==> src/rtl/crop_window_gen_if.sv <==
// Pixel-stream bundle between the Y-start detector, the crop window stage and the capture path.
// master drives the raster side; slave is the crop window stage itself.
interface crop_window_gen_if;
  logic [9:0]  iDATA;
  logic        iDVAL;
  logic [15:0] iYSTART;
  logic [9:0]  oDATA;
  logic        oDVAL;
  logic [15:0] oX;
  logic [15:0] oY;
  logic [15:0] oYSTART_LAT;
  logic        oFRAME_DONE;

  modport master (
    output iDATA, iDVAL, iYSTART,
    input  oDATA, oDVAL, oX, oY, oYSTART_LAT, oFRAME_DONE
  );

  modport slave (
    input  iDATA, iDVAL, iYSTART,
    output oDATA, oDVAL, oX, oY, oYSTART_LAT, oFRAME_DONE
  );
endinterface

==> src/rtl/crop_window_gen.sv <==
// Crop window stage: forwards the CROP_W x CROP_H window whose top row is the Y start latched at frame start.
// Optional macro CROP_BORDER_MARK_EN paints the window border with 10'h3FF as an alignment aid.
module crop_window_gen #(
  parameter int IMG_W   = 640,
  parameter int IMG_H   = 480,
  parameter int CROP_X0 = 160,
  parameter int CROP_W  = 320,
  parameter int CROP_H  = 240
) (
  input  logic                iCLK,
  input  logic                iRST,
  crop_window_gen_if.slave    bus
);

  localparam logic [15:0] X_WRAP      = 16'(IMG_W - 1);
  localparam logic [15:0] Y_WRAP      = 16'(IMG_H - 1);
  localparam logic [15:0] X_FIRST     = 16'(CROP_X0);
  localparam logic [15:0] X_LAST      = 16'(CROP_X0 + CROP_W - 1);
  localparam logic [15:0] START_MAX   = 16'(IMG_H - CROP_H);
  localparam logic [15:0] ROWS_LAST   = 16'(CROP_H - 1);
  localparam logic [15:0] WIN_X_LAST  = 16'(CROP_W - 1);

  typedef enum logic [1:0] {
    WAIT_TOP = 2'd0,
    ACTIVE   = 2'd1,
    DONE     = 2'd2
  } state_t;

  state_t      stateReg;
  logic [15:0] xCntReg;
  logic [15:0] yCntReg;
  logic [15:0] startLatReg;
  logic [9:0]  dataReg;
  logic        dvalReg;
  logic [15:0] winXReg;
  logic [15:0] winYReg;
  logic        frameDoneReg;

  logic        lineEnd;
  logic        frameEnd;
  logic        frameStart;
  logic [15:0] clampedStart;
  logic [15:0] startCur;
  logic        enterActive;
  logic        inWindow;
  logic        lastPix;
  logic [15:0] winX;
  logic [15:0] winY;
  logic [9:0]  pixOut;

  always_comb begin
    lineEnd      = (xCntReg == X_WRAP);
    frameEnd     = lineEnd && (yCntReg == Y_WRAP);
    frameStart   = (xCntReg == 16'd0) && (yCntReg == 16'd0);
    clampedStart = (bus.iYSTART > START_MAX) ? START_MAX : bus.iYSTART;
    // On the first pixel the freshly sampled start must already steer the FSM,
    // otherwise a start of 0 would miss its own top row.
    startCur     = frameStart ? clampedStart : startLatReg;
    enterActive  = (stateReg == WAIT_TOP) && (yCntReg == startCur);
    inWindow     = ((stateReg == ACTIVE) || enterActive) &&
                   (xCntReg >= X_FIRST) && (xCntReg <= X_LAST);
    winX         = xCntReg - X_FIRST;
    winY         = yCntReg - startCur;
    lastPix      = inWindow && (xCntReg == X_LAST) && (yCntReg == startCur + ROWS_LAST);
    pixOut       = bus.iDATA;
`ifdef CROP_BORDER_MARK_EN
    if ((winX == 16'd0) || (winX == WIN_X_LAST) || (winY == 16'd0) || (winY == ROWS_LAST)) begin
      pixOut = 10'h3FF;
    end
`endif
  end

  always_ff @(posedge iCLK) begin
    if (iRST) begin
      stateReg     <= WAIT_TOP;
      xCntReg      <= 16'd0;
      yCntReg      <= 16'd0;
      startLatReg  <= 16'd0;
      dataReg      <= 10'd0;
      dvalReg      <= 1'b0;
      winXReg      <= 16'd0;
      winYReg      <= 16'd0;
      frameDoneReg <= 1'b0;
    end else begin
      dvalReg      <= 1'b0;
      frameDoneReg <= 1'b0;
      if (bus.iDVAL) begin
        if (lineEnd) begin
          xCntReg <= 16'd0;
          yCntReg <= frameEnd ? 16'd0 : yCntReg + 16'd1;
        end else begin
          xCntReg <= xCntReg + 16'd1;
        end

        if (frameStart) begin
          startLatReg <= clampedStart;
        end

        case (stateReg)
          WAIT_TOP: if (enterActive) stateReg <= lastPix ? DONE : ACTIVE;
          ACTIVE:   if (lastPix) stateReg <= DONE;
          default:  ;
        endcase
        // The wrap pixel always rearms for the next frame, even if it was the last window pixel.
        if (frameEnd) begin
          stateReg <= WAIT_TOP;
        end

        if (inWindow) begin
          dvalReg      <= 1'b1;
          dataReg      <= pixOut;
          winXReg      <= winX;
          winYReg      <= winY;
          frameDoneReg <= lastPix;
        end
      end
    end
  end

  assign bus.oDATA       = dataReg;
  assign bus.oDVAL       = dvalReg;
  assign bus.oX          = winXReg;
  assign bus.oY          = winYReg;
  assign bus.oYSTART_LAT = startLatReg;
  assign bus.oFRAME_DONE = frameDoneReg;

endmodule

==> src/flat_wrapper.sv <==
// flat-port wrapper written by rule: the top's interface ports become plain ports
module crop_window_gen_flat 
#(
  parameter int IMG_W   = 640,
  parameter int IMG_H   = 480,
  parameter int CROP_X0 = 160,
  parameter int CROP_W  = 320,
  parameter int CROP_H  = 240
)
  (iCLK, iRST, bus_iDATA, bus_iDVAL, bus_iYSTART, bus_oDATA, bus_oDVAL, bus_oX, bus_oY, bus_oYSTART_LAT, bus_oFRAME_DONE);
  crop_window_gen_if bus_i ();
  input  logic iCLK;
  input  logic iRST;
  input wire logic [$bits(bus_i.iDATA)-1:0] bus_iDATA;
  input wire logic [$bits(bus_i.iDVAL)-1:0] bus_iDVAL;
  input wire logic [$bits(bus_i.iYSTART)-1:0] bus_iYSTART;
  output wire logic [$bits(bus_i.oDATA)-1:0] bus_oDATA;
  output wire logic [$bits(bus_i.oDVAL)-1:0] bus_oDVAL;
  output wire logic [$bits(bus_i.oX)-1:0] bus_oX;
  output wire logic [$bits(bus_i.oY)-1:0] bus_oY;
  output wire logic [$bits(bus_i.oYSTART_LAT)-1:0] bus_oYSTART_LAT;
  output wire logic [$bits(bus_i.oFRAME_DONE)-1:0] bus_oFRAME_DONE;
  assign bus_i.iDATA = bus_iDATA;
  assign bus_i.iDVAL = bus_iDVAL;
  assign bus_i.iYSTART = bus_iYSTART;
  assign bus_oDATA = bus_i.oDATA;
  assign bus_oDVAL = bus_i.oDVAL;
  assign bus_oX = bus_i.oX;
  assign bus_oY = bus_i.oY;
  assign bus_oYSTART_LAT = bus_i.oYSTART_LAT;
  assign bus_oFRAME_DONE = bus_i.oFRAME_DONE;
  crop_window_gen #(.IMG_W(IMG_W), .IMG_H(IMG_H), .CROP_X0(CROP_X0), .CROP_W(CROP_W), .CROP_H(CROP_H)) u_core (.iCLK(iCLK), .iRST(iRST), .bus(bus_i));
endmodule
==> config.mk <==
export PLATFORM = sky130hd
export DESIGN_NAME = crop_window_gen_flat
export DESIGN_NICKNAME = d
export VERILOG_FILES = /design/src/rtl/crop_window_gen_if.sv /design/src/rtl/crop_window_gen.sv /design/src/flat_wrapper.sv
export SDC_FILE = /design/constraint.sdc
export NUM_CORES = 1
export LEC_CHECK = 0
export BUFFER_PORTS_ARGS = -buffer_cell sky130_fd_sc_hd__buf_2
export CAP_MARGIN = 0
export CORE_AREA = 2 2 99 101
export CTS_BUF_LIST = sky130_fd_sc_hd__clkbuf_4 sky130_fd_sc_hd__clkbuf_8
export DETAILED_ROUTE_END_ITERATION = 7
export DIE_AREA = 0 0 101 103
export PLACE_DENSITY_LB_ADDON = 0.08
export SYNTH_ARGS = -nofsm -noshare
export SYNTH_HDL_FRONTEND = slang
export SYNTH_SLANG_ARGS = --single-unit
==> constraint.sdc <==
create_clock -name iCLK -period 11.2 [get_ports iCLK]
set_clock_uncertainty 0.15 [all_clocks]
set_input_delay 2.24 -clock iCLK [delete_from_list [all_inputs] [get_ports iCLK]]
set_output_delay 2.24 -clock iCLK [all_outputs]
set_load 0.01 [all_outputs]
# Word-level counts from Yosys, hierarchy flattened

Index checks and enable logic that the tools add are counted.

Input port bits: 29
Bits in registers: 94

Eq/ne operators: 8
$add $sub $neg: 5
$lt $le $gt $ge: 3
Multiplexer cells: 10
Reductions and logical operators: 17
Bitwise gates (word level): 2

Operators by type and width:

| kind                                                                               | number |
|---|---|
| 16-bit 2-to-1 mux                                                                  | 4 |
| 16-bit by 1-bit adder with 16-bit output (second input constant)                   | 2 |
| 16-bit == test                                                                     | 2 |
| 16-bit by 9-bit == test with 1-bit output (second input constant)                  | 2 |
| 16-bit logical NOT                                                                 | 2 |
| 16-bit by 8-bit adder with 16-bit output (second input constant)                   | 1 |
| 16-bit by 10-bit == test with 1-bit output (second input constant)                 | 1 |
| 16-bit by 8-bit >= comparator with 1-bit output (second input constant)            | 1 |
| 16-bit by 8-bit greater-than comparator with 1-bit output (second input constant)  | 1 |
| 16-bit by 9-bit less-or-equal comparator with 1-bit output (second input constant) | 1 |
| 16-bit subtractor                                                                  | 1 |
| 16-bit by 8-bit subtractor with 16-bit output (second input constant)              | 1 |
| 2-bit 2-to-1 mux                                                                   | 4 |
| 1-bit logical AND                                                                  | 7 |
| 3-bit by 1-bit inequality test with 1-bit output (second input constant)           | 2 |
| 2-bit case mux with 2 select lines                                                 | 1 |
| 2-bit AND reduction                                                                | 2 |
| 4-bit AND reduction                                                                | 1 |
| 3-bit nonzero test                                                                 | 1 |
| 3-bit OR reduction                                                                 | 1 |
| 2-bit by 1-bit == test with 1-bit output (second input constant)                   | 1 |
| 2-bit logical NOT                                                                  | 1 |
| 1-bit NOT                                                                          | 2 |
| 2-bit OR reduction                                                                 | 1 |
| other kinds (2)                                                                    | 2 |

# Depth between registers and ports, before layout

Depth in word-level cells: 14
Mapped depth: 20
Depth with buffers taken out: 19

# Worst setup path after synthesis

OpenSTA, ideal clock, no wires.

Path type: input-to-reg
From: input bus_iYSTART[10]
To: register u_core.frameDoneReg (netlist: u_core.bus.oFRAME_DONE)
Data required time: 10.963 ns
Stages: 11
Arrival time: 5.752 ns
Path slack: 5.211 ns
Path through: or4_1 > or3_1 > mux2i_1 > ha_1 > clkbuf_1 > nand3_1 > or4_1 > or4_1 > a21o_1 > or4b_1 > nor4b_2

Longest elaborated chain between the ends: 10
Elaborated cells between the ends (all ways): 14
Classes of those cells: add/sub (1); order compare (1); eq/ne (2); mux (2); bitwise (1); reduce/logical (7)

RTL lines:

| what                                                                             | line                   | source |
|---|---|---|
| start, declared                                                                  | flat_wrapper.sv:16     | `input wire logic [$bits(bus_i.iYSTART)-1:0] bus_iYSTART;` |
| 16-bit by 8-bit greater-than comparator with 1-bit output                        | crop_window_gen.sv:55  | `clampedStart = (bus.iYSTART > START_MAX) ? START_MAX : bus.iYSTART;` |
| 16-bit 2-to-1 mux (*)                                                            | crop_window_gen.sv:55  |  |
| 16-bit 2-to-1 mux (*)                                                            | crop_window_gen.sv:58  | `startCur = frameStart ? clampedStart : startLatReg;` |
| branches (longest 7 deep; another with 16-bit by 8-bit adder with 16-bit output) | -                      |  |
| end signal, assigned                                                             | crop_window_gen.sv:114 | `frameDoneReg <= lastPix;` |
| end, declared                                                                    | crop_window_gen.sv:37  | `logic frameDoneReg;` |

Mark *: on every way between the ends.
A chain may end at the register's enable or synchronous reset.

# Worst setup path after layout

From: input bus_iYSTART[14]
To: register u_core.winXReg[13] (netlist: u_core.bus.oX[13])

Longest elaborated chain between the ends: 9

RTL lines:

| what                                                      | line                   | source |
|---|---|---|
| 16-bit by 8-bit greater-than comparator with 1-bit output | crop_window_gen.sv:55  |  |
| 16-bit 2-to-1 mux (*)                                     | crop_window_gen.sv:55  |  |
| 16-bit 2-to-1 mux (*)                                     | crop_window_gen.sv:58  |  |
| 16-bit == test (*)                                        | crop_window_gen.sv:59  | `enterActive = (stateReg == WAIT_TOP) && (yCntReg == startCur);` |
| 1-bit logical AND (*)                                     | crop_window_gen.sv:59  |  |
| 1-bit logical OR (*)                                      | crop_window_gen.sv:60  | `inWindow = ((stateReg == ACTIVE) \|\| enterActive) &&` |
| 1-bit logical AND (*)                                     | crop_window_gen.sv:60  |  |
| 1-bit logical AND (*)                                     | crop_window_gen.sv:61  | `(xCntReg >= X_FIRST) && (xCntReg <= X_LAST);` |
| 2-bit AND reduction (no line) (*)                         | -                      |  |
| end signal, assigned                                      | crop_window_gen.sv:112 | `winXReg <= winX;` |
| end, declared                                             | crop_window_gen.sv:35  | `logic [15:0] winXReg;` |

Every way passes the cells marked *; elsewhere a longest branch is shown, timed or not.

==> qor.yml <==
status: "complete, no violations"
slew_violations: 0
dp_hpwl_um: 12300
antenna_found_initial: 0
cts-htree-levels: 3
synth_top_family_by_area: "simple AND/OR/NAND/NOR gates"
area_growth_pct: 11.2
hold_violations: 0
p_leak_nw: 2.72
via_count: 5697
synth-simple-area-share_pct: 31.4
hp-class: "flip-flop to flip-flop"
yosys_warnings: 0
synth_nets: 781
layout_setup_ws_ns: 4.83
fin_setup_tns_ns: 0
cts.clk_slew.worst_paths_ns: 0.11
ant_nets: 0
crit_path_start_kind: "input pin"
max-vdd-ir-drop_v: 0.0000574
fin_cells: 913
whs_path_depth: 2
finalSetupViolations: 0
synth_xor_area_share_pct: 8.60
synth_compound_area_share_pct: 17.0
nNetsFinal: 844
ys_types: 70
grt_pass1_wl_um: 25700
ff2ff_path_depth: 11
layout_common_cells: "94 x dfxtp_1, 90 x nand2_1, 88 x buf_2, 83 x nor2_1, 46 x a21oi_1"
ys_async_sr_fraction_pct: 0
cp.required_ns: 11.33
synthFlopType: "dfxtp_1"
cts.sinks: 94
final_common_cell: "dfxtp_1"
cp_max_fo: 30
period_share_pct: 56.9
die_w_um: 101
grt-ovfl-total: 0
via_per_inst: 6.24
cts.root.buffer_cell: "clkbuf_8"
die_h_um: 103
drc: 0
cts.repair.resized: 0
ys_seq_area_share_pct: 32.4
worstPathArrival_ns: 6.50
slew_headroom_pct: 24.0
die_area_um2: 10400
cap_violations: 0
end_kind: "flip-flop"
drive_gt1_share_pct: 16.1
drt_pass1_iterations: 5
start_util_pct: 61.3
clk_latency_ns: 0.38
place.gp.congestion: 0.921
worst_pin_slew_ns: 1.14
ios: 89
cts_setup_buffers: 0
synth_edf_count: 0
io_buffer_count: 88
n_antenna_cell: 0
postSynthAreaPerCell_um2: 7.94
core-area_um2: 9460
fmax_ghz: 0.157
cts_buffers: 9
clock_path_buffers: 2
num_rows: 36
grt_max_degree: 57
synthCells: 731
rsz0062_at_grt: "no"
grt_pass1_vias: 5221
period_needed_ns: 6.37
post-place-ws_ns: 4.53
drt_iter0_drc: 287
fin_util_pct: 68.2
synth_adder_area_share_pct: 4.83
worst-setup-path-type: "input pin to flip-flop"
wl_per_cell_um: 17.7
tritoncts: "yes"
wl_um: 16200
postCtsHoldBufs: 0
muxShareOfSynthArea_pct: 1.94
track_usage_pct: 31.4
ys_seq_elements: 94
placedCellCount: 897
syn_area_um2: 5800
power.density_nw_per_um2: 102
-- cells by family (layout without fill, tap and decap cells) --
group	after synthesis	after routing
compound gates	145	145
xor+xnor	57	57
fa+ha+maj	22	22
buf+inv	56	124
flops	94	94
mux	11	11
simple gates	346	346
-- cell type report --
cell class	count	area (µm²)
multi-input cells	581	3700
fillers	837	3010
flip-flops and latches	94	1880
repair buffers	91	463
well taps	114	143
clock buffers	9	124
clock inverters	7	75.1
inverters	17	63.8
-- per-layer routing --
metal / vias up / wire [µm] / track usage (%)
li1: 2747 / - / -
met1: 2736 / 6890 / 38.5
met2: 177 / 8080 / 54.6
met3: 37 / 724 / 4.68
met4: 0 / 487 / 14.2
met5: - / 0 / 0
-- flip-flops by register name, indices dropped and copies added (netlist names) --
signal	count
u_core.bus.oX	16
u_core.bus.oDATA	10
u_core.stateReg	2
u_core.yCntReg	16
u_core.bus.oDVAL	1
u_core.bus.oY	16
u_core.bus.oYSTART_LAT	16
u_core.bus.oFRAME_DONE	1
u_core.xCntReg	16
-- power breakdown --
part	switching (mW)	leakage (nW)	total [mW]	internal [mW]
clock network	0.136	0.0964	0.223	0.0872
registers	0.00473	0.759	0.342	0.337
logic	0.0591	1.86	0.0925	0.0335
total	0.200	2.72	0.658	0.458
-- per-stage QoR --
step	hold WS, ns	cell area, µm²	total power, mW
after CTS	0.308	6450	0.661
after detailed placement	0.294	6250	0.440
after floorplan	0.283	5800	0.412
after global routing	0.331	6450	0.684
after global placement	0.284	6250	0.439
final	0.308	6450	0.658
-- synthesized netlist by cell type (4+ instances only) --
cell type / instances / area, µm²
nor4_1: 9 / 56.3
xnor2_1: 27 / 236
o21ai_0: 16 / 80.1
o31a_1: 4 / 35.0
nand2b_1: 11 / 68.8
or4_1: 10 / 75.1
and3_1: 24 / 150
clkbuf_1: 29 / 109
or3_1: 11 / 68.8
or2_2: 6 / 37.5
nand3b_1: 4 / 30.0
xor2_1: 30 / 263
inv_1: 17 / 63.8
nor2_1: 84 / 315
a211oi_1: 12 / 90.1
nand4b_1: 5 / 43.8
and2_1: 13 / 81.3
dfxtp_1: 94 / 1880
a31oi_1: 8 / 50.1
nand3_1: 27 / 135
a21o_1: 7 / 52.6
buf_2: 8 / 40.0
ha_1: 20 / 250
o311a_1: 4 / 40.0
o31ai_1: 5 / 37.5
nand2_1: 90 / 338
a21oi_1: 46 / 230
a2111oi_0: 4 / 35.0
nand4_1: 13 / 81.3
o21a_1: 9 / 67.6
nor3_1: 18 / 90.1
mux2i_1: 9 / 90.1
-- path summary, 6_finish.rpt --
check,start,endpoint,slack (ns)
setup reg to reg,u_core.yCntReg[11],u_core.bus.oX[13],5.58
setup / recovery,bus_iYSTART[14],u_core.bus.oX[13],4.83
hold / removal,u_core.bus.oX[1],u_core.bus.oX[1],0.31
hold reg to reg,u_core.bus.oX[1],u_core.bus.oX[1],0.31
-- worst max-delay path, cell delays in order --
cell     delay, ns
buf_2         0.10
nor4_1        0.67
and3_1        0.33
and2_1        0.14
mux2i_1       0.16
ha_1          0.45
nand4_1       0.11
or4_1         0.41
o41a_1        0.49
nor2_2        0.91
a21oi_1       0.28
o21a_1        0.20
Power figures use the tool's default switching activity.
